$ cat config.mk
export PLATFORM = sky130hd
export DESIGN_NAME = pipeline_hazard_ctrl_flat
export DESIGN_NICKNAME = d
export VERILOG_FILES = /design/src/rtl/pipeline_hazard_ctrl_pkg.sv /design/src/rtl/pipeline_hazard_ctrl_if.sv /design/src/rtl/pipeline_hazard_ctrl_load_use_detect.sv /design/src/rtl/pipeline_hazard_ctrl.sv /design/src/flat_wrapper.sv
export SDC_FILE = /design/constraint.sdc
export NUM_CORES = 1
export LEC_CHECK = 0
export ABC_CLOCK_PERIOD_IN_PS = 5470
export BUFFER_PORTS_ARGS = -buffer_cell sky130_fd_sc_hd__clkbuf_2
export CAP_MARGIN = 5
export CORE_AREA = 2 2 85 87
export CTS_CLUSTER_DIAMETER = 150
export DETAILED_ROUTE_END_ITERATION = 7
export DIE_AREA = 0 0 87 89
export GPL_TIMING_DRIVEN = 1
export PLACE_DENSITY = 0.65
export SLEW_MARGIN = 20
export SYNTH_ARGS = -nofsm -noshare
export SYNTH_HDL_FRONTEND = slang
export SYNTH_SLANG_ARGS = --single-unit
$ cat constraint.sdc
create_clock -name clock -period 5.47 [get_ports clock]
set_input_delay 1.641 -clock clock [delete_from_list [all_inputs] [get_ports clock]]
set_output_delay 1.641 -clock clock [all_outputs]
set_load 0.005 [all_outputs]
$ cat src/rtl/pipeline_hazard_ctrl_pkg.sv
// Shared definitions for the pipeline hazard controller.
//   - state_e   : multdiv sequencer state encoding (IDLE=0, MD_RUN=1, MD_DONE=2)
//   - NOP_INSTR : instruction word loaded into a latch when it is bubbled/flushed
//   - REG_ZERO  : hard-wired zero register; writes to it never create hazards
package pipeline_hazard_ctrl_pkg;

  typedef enum logic [1:0] {
    IDLE    = 2'd0,
    MD_RUN  = 2'd1,
    MD_DONE = 2'd2
  } state_e;

  localparam logic [31:0] NOP_INSTR = 32'h0;
  localparam int unsigned REG_ZERO  = 0;

endpackage

$ cat src/rtl/pipeline_hazard_ctrl_if.sv
// Bundle of pipeline-status inputs and latch-control outputs of the hazard
// controller.
//   master : pipeline side (drives status, consumes enables/bubbles/starts)
//   slave  : hazard controller
interface pipeline_hazard_ctrl_if #(
  parameter int REG_W  = 5,
  parameter int PERF_W = 32
);
  // Pipeline status
  logic             dx_is_mult;
  logic             dx_is_div;
  logic             dx_is_load;
  logic [REG_W-1:0] dx_rd;
  logic [REG_W-1:0] fd_rs;
  logic [REG_W-1:0] fd_rt;
  logic             fd_uses_rs;
  logic             fd_uses_rt;
  logic             xm_redirect;
  logic             md_ready;
  // Latch control and multdiv sequencing
  logic              pc_en;
  logic              fd_en;
  logic              dx_en;
  logic              fd_flush;
  logic              dx_bubble;
  logic              xm_bubble;
  logic              md_start_mult;
  logic              md_start_div;
  logic              md_result_valid;
  logic              md_timeout;
  logic              md_busy;
  logic [PERF_W-1:0] perf_stall_cycles;

  modport master (
    output dx_is_mult, dx_is_div, dx_is_load, dx_rd, fd_rs, fd_rt,
           fd_uses_rs, fd_uses_rt, xm_redirect, md_ready,
    input  pc_en, fd_en, dx_en, fd_flush, dx_bubble, xm_bubble,
           md_start_mult, md_start_div, md_result_valid, md_timeout,
           md_busy, perf_stall_cycles
  );

  modport slave (
    input  dx_is_mult, dx_is_div, dx_is_load, dx_rd, fd_rs, fd_rt,
           fd_uses_rs, fd_uses_rt, xm_redirect, md_ready,
    output pc_en, fd_en, dx_en, fd_flush, dx_bubble, xm_bubble,
           md_start_mult, md_start_div, md_result_valid, md_timeout,
           md_busy, perf_stall_cycles
  );
endinterface

$ cat src/rtl/pipeline_hazard_ctrl_load_use_detect.sv
// Combinational load-use hazard detector.
//   dx_is_load, dx_rd : load in D/X and its destination
//   fd_rs/fd_rt       : F/D source specifiers, qualified by fd_uses_rs/rt
//   hazard            : F/D needs a value the D/X load has not produced yet
module load_use_detect
  import pipeline_hazard_ctrl_pkg::*;
#(
  parameter int REG_W = 5
) (
  input  logic             dx_is_load,
  input  logic [REG_W-1:0] dx_rd,
  input  logic [REG_W-1:0] fd_rs,
  input  logic [REG_W-1:0] fd_rt,
  input  logic             fd_uses_rs,
  input  logic             fd_uses_rt,
  output logic             hazard
);
  logic rd_live;

  // A load to the zero register produces nothing a consumer can depend on.
  assign rd_live = (dx_rd != REG_W'(REG_ZERO));

  assign hazard = dx_is_load && rd_live &&
                  ((fd_uses_rs && (fd_rs == dx_rd)) ||
                   (fd_uses_rt && (fd_rt == dx_rd)));
endmodule

$ cat src/rtl/pipeline_hazard_ctrl.sv
// Stall/flush sequencer for the 5-stage pipeline.
//   clock, reset : master clock, synchronous active-high reset
//   hz (slave)   : pipeline status in; PC/latch enables, bubbles, multdiv
//                  start pulses, result/timeout flags and stall counter out
// Redirects from X/M flush the front end; multdiv ops freeze the front end
// while the unit runs (bounded by MD_TIMEOUT); load-use costs one stall.
module pipeline_hazard_ctrl
  import pipeline_hazard_ctrl_pkg::*;
#(
  parameter int MD_TIMEOUT = 40,
  parameter int REG_W      = 5,
  parameter int PERF_W     = 32
) (
  input  logic             clock,
  input  logic             reset,
  pipeline_hazard_ctrl_if.slave hz
);
  localparam int CNT_W = $clog2(MD_TIMEOUT + 1);
  localparam logic [CNT_W-1:0] CNT_LAST = CNT_W'(MD_TIMEOUT - 1);

  state_e            state;
  logic [CNT_W-1:0]  md_cnt;
  logic              md_timeout_q;
  logic [PERF_W-1:0] perf_q;
  logic              load_use;
  logic              md_op;

  logic pc_en, fd_en, dx_en, fd_flush, dx_bubble, xm_bubble;
  logic start_mult, start_div, result_valid, busy;

  load_use_detect #(.REG_W(REG_W)) u_load_use_detect (
    .dx_is_load (hz.dx_is_load),
    .dx_rd      (hz.dx_rd),
    .fd_rs      (hz.fd_rs),
    .fd_rt      (hz.fd_rt),
    .fd_uses_rs (hz.fd_uses_rs),
    .fd_uses_rt (hz.fd_uses_rt),
    .hazard     (load_use)
  );

  assign md_op = hz.dx_is_mult | hz.dx_is_div;

  // NOTE: every output gets a default before the case so no path leaves a
  // signal unassigned and no latch is inferred.
  always_comb begin
    pc_en        = 1'b1;
    fd_en        = 1'b1;
    dx_en        = 1'b1;
    fd_flush     = 1'b0;
    dx_bubble    = 1'b0;
    xm_bubble    = 1'b0;
    start_mult   = 1'b0;
    start_div    = 1'b0;
    result_valid = 1'b0;
    busy         = 1'b0;
    if (!reset) begin
      unique case (state)
        IDLE: begin
          if (hz.xm_redirect) begin
            // Wrong-path instructions in F/D and D/X are squashed.
            fd_flush  = 1'b1;
            dx_bubble = 1'b1;
          end else if (md_op) begin
            start_mult = hz.dx_is_mult;
            start_div  = hz.dx_is_div & ~hz.dx_is_mult;
            pc_en      = 1'b0;
            fd_en      = 1'b0;
            dx_en      = 1'b0;
            xm_bubble  = 1'b1;
          end else if (load_use) begin
            // The bubble removes the load's consumer from D/X next cycle,
            // so this stall lasts exactly one cycle.
            pc_en     = 1'b0;
            fd_en     = 1'b0;
            dx_bubble = 1'b1;
          end
        end
        MD_RUN: begin
          pc_en     = 1'b0;
          fd_en     = 1'b0;
          dx_en     = 1'b0;
          xm_bubble = 1'b1;
          busy      = 1'b1;
        end
        MD_DONE: result_valid = 1'b1;
        default: ;
      endcase
    end
  end

  // NOTE: sequential state uses non-blocking assignments so all registers
  // update from the same pre-edge values.
  always_ff @(posedge clock) begin
    if (reset) begin
      state        <= IDLE;
      md_cnt       <= '0;
      md_timeout_q <= 1'b0;
      perf_q       <= '0;
    end else begin
      unique case (state)
        IDLE: begin
          if (!hz.xm_redirect && md_op) begin
            state  <= MD_RUN;
            md_cnt <= '0;
          end
        end
        MD_RUN: begin
          md_cnt <= md_cnt + 1'b1;
          if (hz.md_ready) begin
            state        <= MD_DONE;
            md_timeout_q <= 1'b0;
          end else if (md_cnt == CNT_LAST) begin
            state        <= MD_DONE;
            md_timeout_q <= 1'b1;
          end
        end
        MD_DONE: begin
          state        <= IDLE;
          md_timeout_q <= 1'b0;
        end
        default: state <= IDLE;
      endcase

      if (!pc_en && (perf_q != {PERF_W{1'b1}}))
        perf_q <= perf_q + 1'b1;
    end
  end

  assign hz.pc_en             = pc_en;
  assign hz.fd_en             = fd_en;
  assign hz.dx_en             = dx_en;
  assign hz.fd_flush          = fd_flush;
  assign hz.dx_bubble         = dx_bubble;
  assign hz.xm_bubble         = xm_bubble;
  assign hz.md_start_mult     = start_mult;
  assign hz.md_start_div      = start_div;
  assign hz.md_result_valid   = result_valid;
  assign hz.md_timeout        = md_timeout_q;
  assign hz.md_busy           = busy;
  assign hz.perf_stall_cycles = perf_q;
endmodule

$ cat src/flat_wrapper.sv
// flat-port wrapper written by rule: the top's interface ports become plain ports
module pipeline_hazard_ctrl_flat import pipeline_hazard_ctrl_pkg::*;
#(
  parameter int MD_TIMEOUT = 40,
  parameter int REG_W      = 5,
  parameter int PERF_W     = 32
)
  (clock, reset, hz_dx_is_mult, hz_dx_is_div, hz_dx_is_load, hz_dx_rd, hz_fd_rs, hz_fd_rt, hz_fd_uses_rs, hz_fd_uses_rt, hz_xm_redirect, hz_md_ready, hz_pc_en, hz_fd_en, hz_dx_en, hz_fd_flush, hz_dx_bubble, hz_xm_bubble, hz_md_start_mult, hz_md_start_div, hz_md_result_valid, hz_md_timeout, hz_md_busy, hz_perf_stall_cycles);
  pipeline_hazard_ctrl_if #(.REG_W(REG_W), .PERF_W(PERF_W)) hz_i ();
  input  logic clock;
  input  logic reset;
  input wire logic [$bits(hz_i.dx_is_mult)-1:0] hz_dx_is_mult;
  input wire logic [$bits(hz_i.dx_is_div)-1:0] hz_dx_is_div;
  input wire logic [$bits(hz_i.dx_is_load)-1:0] hz_dx_is_load;
  input wire logic [$bits(hz_i.dx_rd)-1:0] hz_dx_rd;
  input wire logic [$bits(hz_i.fd_rs)-1:0] hz_fd_rs;
  input wire logic [$bits(hz_i.fd_rt)-1:0] hz_fd_rt;
  input wire logic [$bits(hz_i.fd_uses_rs)-1:0] hz_fd_uses_rs;
  input wire logic [$bits(hz_i.fd_uses_rt)-1:0] hz_fd_uses_rt;
  input wire logic [$bits(hz_i.xm_redirect)-1:0] hz_xm_redirect;
  input wire logic [$bits(hz_i.md_ready)-1:0] hz_md_ready;
  output wire logic [$bits(hz_i.pc_en)-1:0] hz_pc_en;
  output wire logic [$bits(hz_i.fd_en)-1:0] hz_fd_en;
  output wire logic [$bits(hz_i.dx_en)-1:0] hz_dx_en;
  output wire logic [$bits(hz_i.fd_flush)-1:0] hz_fd_flush;
  output wire logic [$bits(hz_i.dx_bubble)-1:0] hz_dx_bubble;
  output wire logic [$bits(hz_i.xm_bubble)-1:0] hz_xm_bubble;
  output wire logic [$bits(hz_i.md_start_mult)-1:0] hz_md_start_mult;
  output wire logic [$bits(hz_i.md_start_div)-1:0] hz_md_start_div;
  output wire logic [$bits(hz_i.md_result_valid)-1:0] hz_md_result_valid;
  output wire logic [$bits(hz_i.md_timeout)-1:0] hz_md_timeout;
  output wire logic [$bits(hz_i.md_busy)-1:0] hz_md_busy;
  output wire logic [$bits(hz_i.perf_stall_cycles)-1:0] hz_perf_stall_cycles;
  assign hz_i.dx_is_mult = hz_dx_is_mult;
  assign hz_i.dx_is_div = hz_dx_is_div;
  assign hz_i.dx_is_load = hz_dx_is_load;
  assign hz_i.dx_rd = hz_dx_rd;
  assign hz_i.fd_rs = hz_fd_rs;
  assign hz_i.fd_rt = hz_fd_rt;
  assign hz_i.fd_uses_rs = hz_fd_uses_rs;
  assign hz_i.fd_uses_rt = hz_fd_uses_rt;
  assign hz_i.xm_redirect = hz_xm_redirect;
  assign hz_i.md_ready = hz_md_ready;
  assign hz_pc_en = hz_i.pc_en;
  assign hz_fd_en = hz_i.fd_en;
  assign hz_dx_en = hz_i.dx_en;
  assign hz_fd_flush = hz_i.fd_flush;
  assign hz_dx_bubble = hz_i.dx_bubble;
  assign hz_xm_bubble = hz_i.xm_bubble;
  assign hz_md_start_mult = hz_i.md_start_mult;
  assign hz_md_start_div = hz_i.md_start_div;
  assign hz_md_result_valid = hz_i.md_result_valid;
  assign hz_md_timeout = hz_i.md_timeout;
  assign hz_md_busy = hz_i.md_busy;
  assign hz_perf_stall_cycles = hz_i.perf_stall_cycles;
  pipeline_hazard_ctrl #(.MD_TIMEOUT(MD_TIMEOUT), .REG_W(REG_W), .PERF_W(PERF_W)) u_core (.clock(clock), .reset(reset), .hz(hz_i));
endmodule
* Word-level counts from Yosys, hierarchy flattened
Index checks and enable logic that the tools add are counted.
** Operators by class
- Multiplexer cells :: 42
- Bitwise gates (word level) :: 3
- Add/subtract/negate cells :: 2
- Reductions and logical operators :: 16
- Equal/unequal tests :: 8
** Operator list (number)
- 32-bit by 1-bit adder with 32-bit output (second input constant) :: 1
- 1-bit 2-to-1 mux :: 32
- 32-bit inequality test (second input constant) :: 1
- 6-bit one-hot mux with 2 select lines :: 1
- 5-bit == test :: 2
- 1-bit one-hot mux with 2 select lines :: 4
- 6-bit by 1-bit adder with 6-bit output (second input constant) :: 1
- 6-bit == test (second input constant) :: 1
- 1-bit logical AND :: 6
- 2-bit 2-to-1 mux :: 3
- 6-bit 2-to-1 mux :: 1
- 2-bit AND reduction :: 3
- 5-bit nonzero test :: 1
- 2-bit one-hot mux with 2 select lines :: 1
- 2-bit nonzero test :: 2
- 3-bit by 2-bit inequality test with 1-bit output (second input constant) :: 1
- 2-bit by 1-bit == test with 1-bit output (second input constant) :: 1
- 2-bit == test (second input constant) :: 1
- 1-bit zero test :: 2
- 2-bit zero test :: 1
- 2-bit by 1-bit inequality test with 1-bit output (second input constant) :: 1
- 1-bit bitwise AND :: 1
- 1-bit logical OR :: 1
- 1-bit NOT :: 1
- 1-bit bitwise OR :: 1
** Storage, ports and cells
- Output and inout bits :: 43
- Flip-flop bits (word level) :: 41
- Bits of input ports :: 24

* Longest topological paths before layout
Gate-level depths: netlist (run 1).
- Depth in word-level cells :: 11
- Gate-level depth with buffers :: 10
- Depth with buffers taken out :: 8

* Hierarchy
From an unflattened synthesis (run 1), not the netlist that was laid out.
** Unflattened totals
- Cell total of the unflattened synthesis :: 274
- Area total of the unflattened synthesis :: 2240.9 µm²
** Modules (own cells, without submodules)
- pipeline_hazard_ctrl :: sequential area each 820.8 µm², cells an instance 257, times used 1, area an instance 2107.0 µm²
- load_use_detect :: sequential area each 0.0 µm², cells an instance 17, times used 1, area an instance 133.9 µm²

* Least setup slack after synthesis (run 1)
Ideal clock, no wire load.
- Path kind :: input to output
- From :: input port hz_dx_rd[0]
- To :: output port hz_pc_en
- Path slack :: 0.783 ns
- Arrival :: 3.046 ns
- Stages :: 5
- Cells stage by stage :: or4_1 o21ai_0 nor4_1 a21boi_0 buf_4
** On the way
- Longest elaborated chain between the ends :: 9
- Elaborated cells between the ends (all ways) :: 13
- Classes of those cells :: eq/ne (2); mux (5); reduce/logical (6)
** Ends and longest elaborated chain
- start: declaration :: line flat_wrapper.sv:15 : input wire logic [$bits(hz_i.dx_rd)-1:0] hz_dx_rd;
- 5-bit == test (on tied branches) :: line pipeline_hazard_ctrl_load_use_detect.sv:24, pipeline_hazard_ctrl_load_use_detect.sv:25
- 1-bit logical AND (on tied branches) :: line pipeline_hazard_ctrl_load_use_detect.sv:24, pipeline_hazard_ctrl_load_use_detect.sv:25
- 1-bit logical OR :: line pipeline_hazard_ctrl_load_use_detect.sv:24 : ((fd_uses_rs && (fd_rs == dx_rd)) ||
- 1-bit logical AND * :: line pipeline_hazard_ctrl_load_use_detect.sv:23 : assign hazard = dx_is_load && rd_live &&
- 1-bit 2-to-1 mux * (3 in series)
- 1-bit one-hot mux with 2 select lines *
- 1-bit 2-to-1 mux *
- end: declaration :: line flat_wrapper.sv:22 : output wire logic [$bits(hz_i.pc_en)-1:0] hz_pc_en;
Every way passes the cells marked *; elsewhere a longest branch is shown, timed or not.

* Worst setup path after layout (run 1)
- From :: input port hz_dx_rd[0]
- To :: output port hz_fd_en
** On the way
- Longest elaborated chain between the ends :: 9
- Elaborated cells between the ends (all ways) :: 13
- Classes of those cells :: eq/ne (2); mux (5); reduce/logical (6)
** Ends and longest elaborated chain
- 5-bit == test (on tied branches) :: line pipeline_hazard_ctrl_load_use_detect.sv:24, pipeline_hazard_ctrl_load_use_detect.sv:25
- 1-bit logical AND (on tied branches) :: line pipeline_hazard_ctrl_load_use_detect.sv:24, pipeline_hazard_ctrl_load_use_detect.sv:25
- 1-bit logical OR :: line pipeline_hazard_ctrl_load_use_detect.sv:24
- 1-bit logical AND * :: line pipeline_hazard_ctrl_load_use_detect.sv:23
- 1-bit 2-to-1 mux * :: line pipeline_hazard_ctrl.sv:70 : end else if (load_use) begin
- 1-bit 2-to-1 mux * :: line pipeline_hazard_ctrl.sv:63 : end else if (md_op) begin
- 1-bit 2-to-1 mux * :: line pipeline_hazard_ctrl.sv:59 : if (hz.xm_redirect) begin
- 1-bit one-hot mux with 2 select lines * :: line pipeline_hazard_ctrl.sv:57 : unique case (state)
- 1-bit 2-to-1 mux * :: line pipeline_hazard_ctrl.sv:56 : if (!reset) begin
- end: declaration :: line flat_wrapper.sv:23 : output wire logic [$bits(hz_i.fd_en)-1:0] hz_fd_en;
Marks and branches as above.

==> results.yml, run 1 <==
synth:
  synthesis.nets: 312
  synth_top_area_share: 0.357
  synthCells: 283
  synth_flop_cell: "dfxtp_1"
  synth_cell_type_count: 50
  synth.area.top_cells: "dfxtp_1, a21oi_1, xnor2_1, or4_1, nor2_1"
  synth_seq_cells: 41
  seq_area_frac_synth: 0.357
  synth.largest_area_cell: "dfxtp_1"
  synth-async-reset-ratio: 0
  synth_edf_count: 0
  yosysWarningCount: 0
  syn_area_per_cell_um2: 8.14
  netlist_area_um2: 2300
global_route:
  grt_start_max_net_pins: 40
  grt_overflow: 0
  grt_usage: 0.157
  grt_pass1_wl_mm: 9.87
  antenna_found_initial: 0
  grt_pass1_vias: 2172
worst_setup_path:
  arrival_ps: 3330
  endpoint: "hz_fd_en"
  end_kind: "output port"
  path_class: "in2out"
  startpoint_type: "primary input"
  cp.required_ps: 3830
  cp_max_fo: 4
  reg2reg_to: "u_core.hz.perf_stall_cycles[29]"
  reg2regPathDepth: 8
  r2r_slack_ps: 2560
  r2r_start: "u_core.state[0]"
  cp-startpoint: "hz_dx_rd[0]"
clocking:
  ctsRootBufferMaster: "clkbuf_8"
  cts_tree: "built"
  hold_buffers: 0
  cts_max_level: 2
  cts_setup_buffers: 0
  clock_path_buffers: 2
  numClockSinks: 41
  cts_buffers: 5
  clkTransAtPathRegs_ps: 80
  clk_latency_ps: 290
  cts_resized: 0
timing:
  rsz0062_at_grt: "false"
  fmax_mhz: 201
  fin_setup_tns_ps: 0
  max_slew.worst_pin.slew_ps: 938
  slew_viol_final: 0
  setup_viol: 0
  period_share: 0.909
  max_slew_margin: 0.373
  hold_viol_final: 0
  whs_ps: 507
  period_minus_slack_ps: 4970
  finClkSkew_ps: 6.64
power_and_ir_drop:
  power_frac_seq: 0.496
  powerDensity_nw_per_um2: 224
  p_leak_nw: 1.05
  pwr-share-clk: 0.322
  p_sw_frac: 0.283
  vdd_drop_max_mv: 0.0928
  p_int_mw: 0.448
  combPwrFrac: 0.182
  netSwitchingPower_mw: 0.177
floorplan:
  initial_core_util: 0.343
  coreArea_um2: 6720
  die_w_um: 87
  die-area_um2: 7740
  num_rows: 30
  die_height_um: 89
  ioPinCount: 67
placed_design:
  port_buffers: 66
  routabilityCongestion: 0.827
  dp_hpwl_mm: 4.39
layout:
  seq_area_um2: 821
  drive_gt1_frac: 0.236
  fin_nets: 376
  layout_common_cells: "clkbuf_2, dfxtp_1, a21oi_1"
  final_common_cell: "clkbuf_2"
  multi_input_area_um2: 1410
  fillers: 684
  synthToLayoutAreaGrowth_pct: 20.9
  n_antenna_cell: 0
routing:
  first_pass_iters: 4
  wl_mm: 5.79
  drc: 0
  wire_per_inst_um: 13.5
  drtAntennaViolNets: 0
  drtIter0Drc: 119
  via_per_inst: 5.45
  vias: 2328
flow_run:
  drv_cap: 0
min_path:
  whs_path_depth: 2
  hold_class: "reg2reg"
outcome:
  status: "completed"
[cell type report]
class	instances	share of cell area
tap	80	0.0360
inverter	9	0.0121
sequential	41	0.295
multi-input combinational	223	0.505
timing repair buffer	67	0.121
clock buffer	7	0.0310
[synth_stat cells (3+ instances only)]
library cell / number
or3_1: 9
nor2_1: 23
o21ai_0: 12
nor4_1: 6
buf_1: 3
clkbuf_1: 5
nor3_1: 5
dfxtp_1: 41
or4_1: 12
inv_1: 9
nand3_1: 17
nand4_1: 13
and2_1: 3
o31ai_1: 11
ha_1: 5
xnor2_1: 14
a21oi_1: 26
xor2_1: 5
nand2_1: 20
nor2b_1: 6
[critical path, stage by stage]
cell	delay (ps)
clkbuf_2	110
or4_1	510
o21ai_0	340
nor4_1	90
a21boi_0	430
clkbuf_2	200
[stage by stage]
step,worst slack [ps],instance area (um2),instances,total power [mW],utilization
after floorplan,783,2300,283,0.393,-
after global placement,523,2700,420,0.430,0.401
after detailed placement,478,2700,420,0.431,0.401
after CTS,477,2780,427,0.634,0.414
after global routing,238,2780,427,0.661,0.414
final,497,2780,427,0.624,0.414
[power groups by stage]
stage,sequential (mW),clock [mW],combinational [mW]
after global routing,0.311,0.220,0.130
after detailed placement,0.317,0,0.114
after global placement,0.316,0,0.114
final,0.310,0.201,0.114
after CTS,0.310,0.209,0.115
after floorplan,0.316,0,0.0773
[worst min path at each step]
stage	startpoint	endpoint	slack (ps)
4_1_cts	u_core.hz.perf_stall_cycles[26]	u_core.hz.perf_stall_cycles[26]	510
5_1_grt	u_core.hz.perf_stall_cycles[26]	u_core.hz.perf_stall_cycles[26]	520
6_report	u_core.hz.perf_stall_cycles[26]	u_core.hz.perf_stall_cycles[26]	510
3_3_place_gp	u_core.hz.perf_stall_cycles[26]	u_core.hz.perf_stall_cycles[26]	480
3_5_place_dp	u_core.hz.perf_stall_cycles[26]	u_core.hz.perf_stall_cycles[26]	500
2_1_floorplan	u_core.md_cnt[5]	u_core.md_cnt[5]	470
[cells by family after synthesis]
group                      Yosys count  share of synthesized area
AOI/OAI and AO/OA                   72                      0.201
xor gates and xnor gates            19                     0.0723
adders and majority gates            5                     0.0272
buffers and inverters               19                     0.0332
DFF                                 41                      0.357
muxes                                2                    0.00978
and+or+nand+nor                    125                      0.301
[sequential cells by signal, indices dropped and copies added, names as in the netlist]
signal and count:
u_core.hz.md_timeout 1, u_core.hz.perf_stall_cycles 32, u_core.md_cnt 6, u_core.state 2
[routing by layer]
layer	vias to the layer above	GRT usage	routed length, um
met4	0	0.0355	66
li1	1185	-	-
met2	41	0.275	2830
met1	1094	0.195	2670
met3	8	0.0388	220
met5	-	0	0
Note: power is estimated with default switching activity, not from simulation.
==> run 2, diff against run 1 <==
--- a/config.mk
+++ b/config.mk
@@ -5,7 +5,7 @@
 export SDC_FILE = /design/constraint.sdc
 export NUM_CORES = 1
 export LEC_CHECK = 0
-export ABC_CLOCK_PERIOD_IN_PS = 5470
+export ABC_CLOCK_PERIOD_IN_PS = 6300
 export BUFFER_PORTS_ARGS = -buffer_cell sky130_fd_sc_hd__clkbuf_2
 export CAP_MARGIN = 5
 export CORE_AREA = 2 2 85 87
==> constraint.sdc (replaced) <==
create_clock -name clock -period 6.3 [get_ports clock]
set_input_delay 1.89 -clock clock [delete_from_list [all_inputs] [get_ports clock]]
set_output_delay 1.89 -clock clock [all_outputs]
set_load 0.005 [all_outputs]
==> results.yml, run 2 (synthesis results as in run 1) <==
clocking:
  clk_latency_ps: 300
  numClockSinks: 41
  cts_buffers: 5
  clkTransAtPathRegs_ps: 70
  cts_setup_buffers: 0
  cts_resized: 0
  clock_path_buffers: 2
  hold_buffers: 0
  cts_tree: "built"
  ctsRootBufferMaster: "clkbuf_8"
  cts_max_level: 2
timing:
  fin_setup_tns_ps: 0
  fin_ws_ps: 784
  period_share: 0.876
  max_slew_margin: 0.369
  period_minus_slack_ps: 5520
  slew_viol_final: 0
  finClkSkew_ps: 8.65
  rsz0062_at_grt: "false"
  hold_viol_final: 0
  max_slew.worst_pin.slew_ps: 944
  fmax_mhz: 181
  setup_viol: 0
power_and_ir_drop:
  netSwitchingPower_mw: 0.160
  pwr-share-clk: 0.378
  p_leak_nw: 1.06
  power_frac_seq: 0.454
  p_int_mw: 0.431
  p_sw_frac: 0.271
  powerDensity_nw_per_um2: 210
  combPwrFrac: 0.168
  vdd_drop_max_mv: 0.0924
layout:
  n_antenna_cell: 0
  fillers: 686
  fin_nets: 376
  drive_gt1_frac: 0.239
  largest_reg_flops: 32
  synthToLayoutAreaGrowth_pct: 22.2
  layout_common_cells: "clkbuf_2, dfxtp_1, a21oi_1"
  final_common_cell: "clkbuf_2"
routing:
  drtIter0Drc: 86
  wire_per_inst_um: 13.5
  wl_mm: 5.78
  first_pass_iters: 5
  drc: 0
  via_per_inst: 5.49
  drtAntennaViolNets: 0
  vias: 2351
floorplan:
  die_height_um: 89
  die_w_um: 87
  die-area_um2: 7740
  ioPinCount: 67
  coreArea_um2: 6720
  num_rows: 30
  initial_core_util: 0.343
placed_design:
  pre_cts_slack_ps: 814
  dp_hpwl_mm: 4.30
  routabilityCongestion: 0.814
  port_buffers: 66
global_route:
  grt_usage: 0.155
  grt_pass1_wl_mm: 9.74
  grt_start_max_net_pins: 40
  grt_pass1_vias: 2084
  antenna_found_initial: 0
  grt_overflow: 0
worst_setup_path:
  cp-startpoint: "hz_dx_rd[0]"
  crit_slowest_cell: "or4_1"
  cp_common_cell: "clkbuf_2"
  startpoint_type: "primary input"
  cp_max_fo: 4
  path_class: "in2out"
  r2r_start: "u_core.state[0]"
  cp.required_ps: 4410
  arrival_ps: 3630
  end_kind: "output port"
  max_stage_delay_ps: 520
  cp_cell_sequence: "clkbuf_2, or4_1, o21ai_0, nor4_1, a21boi_0, clkbuf_2"
min_path:
  hold_class: "reg2reg"
  hp-start: "u_core.hz.md_timeout"
flow_run:
  drv_cap: 0
outcome:
  status: "completed"
## run 2: critical path: cells and delay by family
kind                   cells  cell delay, ps
buffers and inverters      2             320
AND/OR/NAND/NOR            2             600
AO/OA/AOI/OAI              2             810
## run 2: worst paths after layout
check | cells past startpoint | slack (ps) | end
min | 2 | 500 | u_core.hz.md_timeout
max | 6 | 780 | hz_pc_en
max reg2reg | 8 | 3360 | u_core.hz.perf_stall_cycles[9]
min reg2reg | 2 | 500 | u_core.hz.md_timeout
## run 2: routing by layer
layer | global-route usage | vias to the layer above | part of all wire
met5 | 0 | - | 0
met4 | 0.0412 | 0 | 0.0081
met3 | 0.0369 | 5 | 0.039
met2 | 0.259 | 40 | 0.49
met1 | 0.202 | 1120 | 0.46
li1 | - | 1186 | -
## run 2: area by class of cell
cell class | count | area [um2] | area share
Clock buffer | 7 | 86.3 | 0.0307
Clock inverter | 1 | 30.0 | 0.0107
Inverter | 9 | 33.8 | 0.0120
Multi-Input combinational cell | 223 | 1410 | 0.499
Sequential cell | 41 | 821 | 0.292
Tap cell | 80 | 100 | 0.0356
Timing Repair Buffer | 67 | 338 | 0.120
## run 2: power groups by stage
stage	Clock, mW	Combinational (mW)	Sequential [mW]
after floorplan	0	0.0671	0.274
after global placement	0	0.0987	0.275
after detailed placement	0	0.0995	0.275
after CTS	0.229	0.100	0.269
after global routing	0.241	0.114	0.270
final	0.223	0.0994	0.269
## run 2: metrics by stage
stage           util  cells  power (mW)  hold WS, ps  cell area, um2
2_1_floorplan      -    283       0.341          472            2300
3_3_place_gp   0.401    420       0.373          477            2700
3_5_place_dp   0.401    420       0.374          495            2700
4_1_cts        0.419    428       0.598          513            2810
5_1_grt        0.419    428       0.625          531            2810
6_report       0.419    428       0.591          500            2810
==> run 3, diff against run 2 <==
--- a/config.mk
+++ b/config.mk
@@ -8,10 +8,10 @@
 export ABC_CLOCK_PERIOD_IN_PS = 6300
 export BUFFER_PORTS_ARGS = -buffer_cell sky130_fd_sc_hd__clkbuf_2
 export CAP_MARGIN = 5
-export CORE_AREA = 2 2 85 87
+export CORE_AREA = 5 5 88 90
 export CTS_CLUSTER_DIAMETER = 150
 export DETAILED_ROUTE_END_ITERATION = 7
-export DIE_AREA = 0 0 87 89
+export DIE_AREA = 0 0 93 95
 export GPL_TIMING_DRIVEN = 1
 export PLACE_DENSITY = 0.65
 export SLEW_MARGIN = 20
==> results.yml, run 3 (synthesis results as in run 1) <==
layout:
  n_antenna_cell: 0
  largest_reg_flops: 32
  drive_gt1_frac: 0.236
  layout_common_cells: "clkbuf_2, dfxtp_1, a21oi_1"
  final_common_cell: "clkbuf_2"
  fin_area_um2: 2780
  utilization: 0.399
  synthToLayoutAreaGrowth_pct: 20.9
  fin_nets: 376
global_route:
  grt_pass1_vias: 2215
  grt_start_max_net_pins: 41
  grt_usage: 0.143
  grt_overflow: 0
  grt_pass1_wl_mm: 10.3
  antenna_found_initial: 0
placed_design:
  dp_hpwl_mm: 4.56
  placed_cell_area_um2: 2700
  routabilityCongestion: 0.810
  port_buffers: 66
power_and_ir_drop:
  powerDensity_nw_per_um2: 195
  p_leak_nw: 1.04
  vdd_drop_max_mv: 0.0873
worst_setup_path:
  reg2regPathDepth: 8
  cp_max_fo: 4
  max_stage_delay_ps: 520
  cp_common_cell: "clkbuf_2"
  startpoint_type: "primary input"
  arrival_ps: 3720
  cp_cell_sequence: "clkbuf_2, or4_1, o21ai_0, nor4_1, a21boi_0, clkbuf_2"
  r2r_slack_ps: 3350
  reg2reg_to: "u_core.hz.perf_stall_cycles[29]"
  endpoint: "hz_pc_en"
  crit_slowest_cell: "or4_1"
  cp.required_ps: 4410
  cp-startpoint: "hz_dx_rd[0]"
  r2r_start: "u_core.state[0]"
  path_class: "in2out"
  end_kind: "output port"
routing:
  vias: 2344
  drtIter0Drc: 144
  wl_mm: 6.15
  first_pass_iters: 4
  via_per_inst: 5.45
  wire_per_inst_um: 14.3
  drc: 0
  drtAntennaViolNets: 0
timing:
  fin_setup_tns_ps: 0
  hold_viol_final: 0
  setup_viol: 0
  finClkSkew_ps: 7.53
  period_minus_slack_ps: 5610
  rsz0062_at_grt: "false"
  slew_viol_final: 0
  max_slew.worst_pin.slew_ps: 966
  period_share: 0.890
  fmax_mhz: 178
  max_slew_margin: 0.354
floorplan:
  initial_core_util: 0.330
  coreArea_um2: 6980
  die_height_um: 95
  die-area_um2: 8840
  die_w_um: 93
  num_rows: 31
  ioPinCount: 67
clocking:
  clock_path_buffers: 2
  cts_buffers: 5
  clk_latency_ps: 290
  cts_resized: 0
  numClockSinks: 41
  clkTransAtPathRegs_ps: 80
  hold_buffers: 0
  ctsRootBufferMaster: "clkbuf_8"
  cts_max_level: 2
  cts_tree: "built"
  cts_setup_buffers: 0
min_path:
  hold_class: "reg2reg"
  hp-start: "u_core.hz.md_timeout"
flow_run:
  drv_cap: 0
outcome:
  status: "completed"
==> run 3: cell count changes in the layout (fill, tap and decap cells not counted), sizes merged <==
cell / change
bufinv: -1
clkinvlp: +1
==> run 3: worst min path at each step <==
stage	endpoint	slack [ps]	depth (start not counted)
2_1_floorplan	u_core.md_cnt[5]	470	2
3_3_place_gp	u_core.hz.md_timeout	480	2
3_5_place_dp	u_core.hz.md_timeout	490	2
4_1_cts	u_core.hz.md_timeout	510	2
5_1_grt	u_core.hz.perf_stall_cycles[25]	540	2
6_report	u_core.hz.md_timeout	490	2
==> run 3: cell type report <==
class	count	area, um2
clock buffer	7	76.3
clock inverter	1	7.51
fill	745	4200
inverter	9	33.8
multi-input combinational	223	1410
sequential	41	821
tap	82	103
timing repair buffer	67	338
==> run 3: through the flow <==
stage / setup WS [ps] / hold slack (ps) / power (mW) / std cells
2_1_floorplan: 1110 / 472 / 0.341 / 283
3_3_place_gp: 835 / 478 / 0.375 / 422
3_5_place_dp: 767 / 486 / 0.376 / 422
4_1_cts: 713 / 506 / 0.550 / 430
5_1_grt: 477 / 536 / 0.572 / 430
6_report: 691 / 495 / 0.543 / 430
==> run 3: critical path, delay by kind of cell <==
kind            cells  cell delay, ps
buf+inv             2             320
simple gates        2             610
compound gates      2             890
==> run 3: power by group <==
part           internal (mW)  total (mW)  leakage [nW]  switching [mW]
Sequential             0.264       0.269         0.331         0.00490
Combinational         0.0379       0.101         0.672          0.0629
Clock                 0.0786       0.173        0.0385          0.0945
==> run 3: metal layers <==
layer / vias to the layer above / routed length (um) / share of wire / track usage
met3: 7 / 301 / 0.049 / 0.0327
met5: - / 0 / 0 / 0
met4: 0 / 88 / 0.014 / 0.0476
met2: 43 / 2970 / 0.48 / 0.236
met1: 1105 / 2790 / 0.45 / 0.185
li1: 1189 / - / - / -
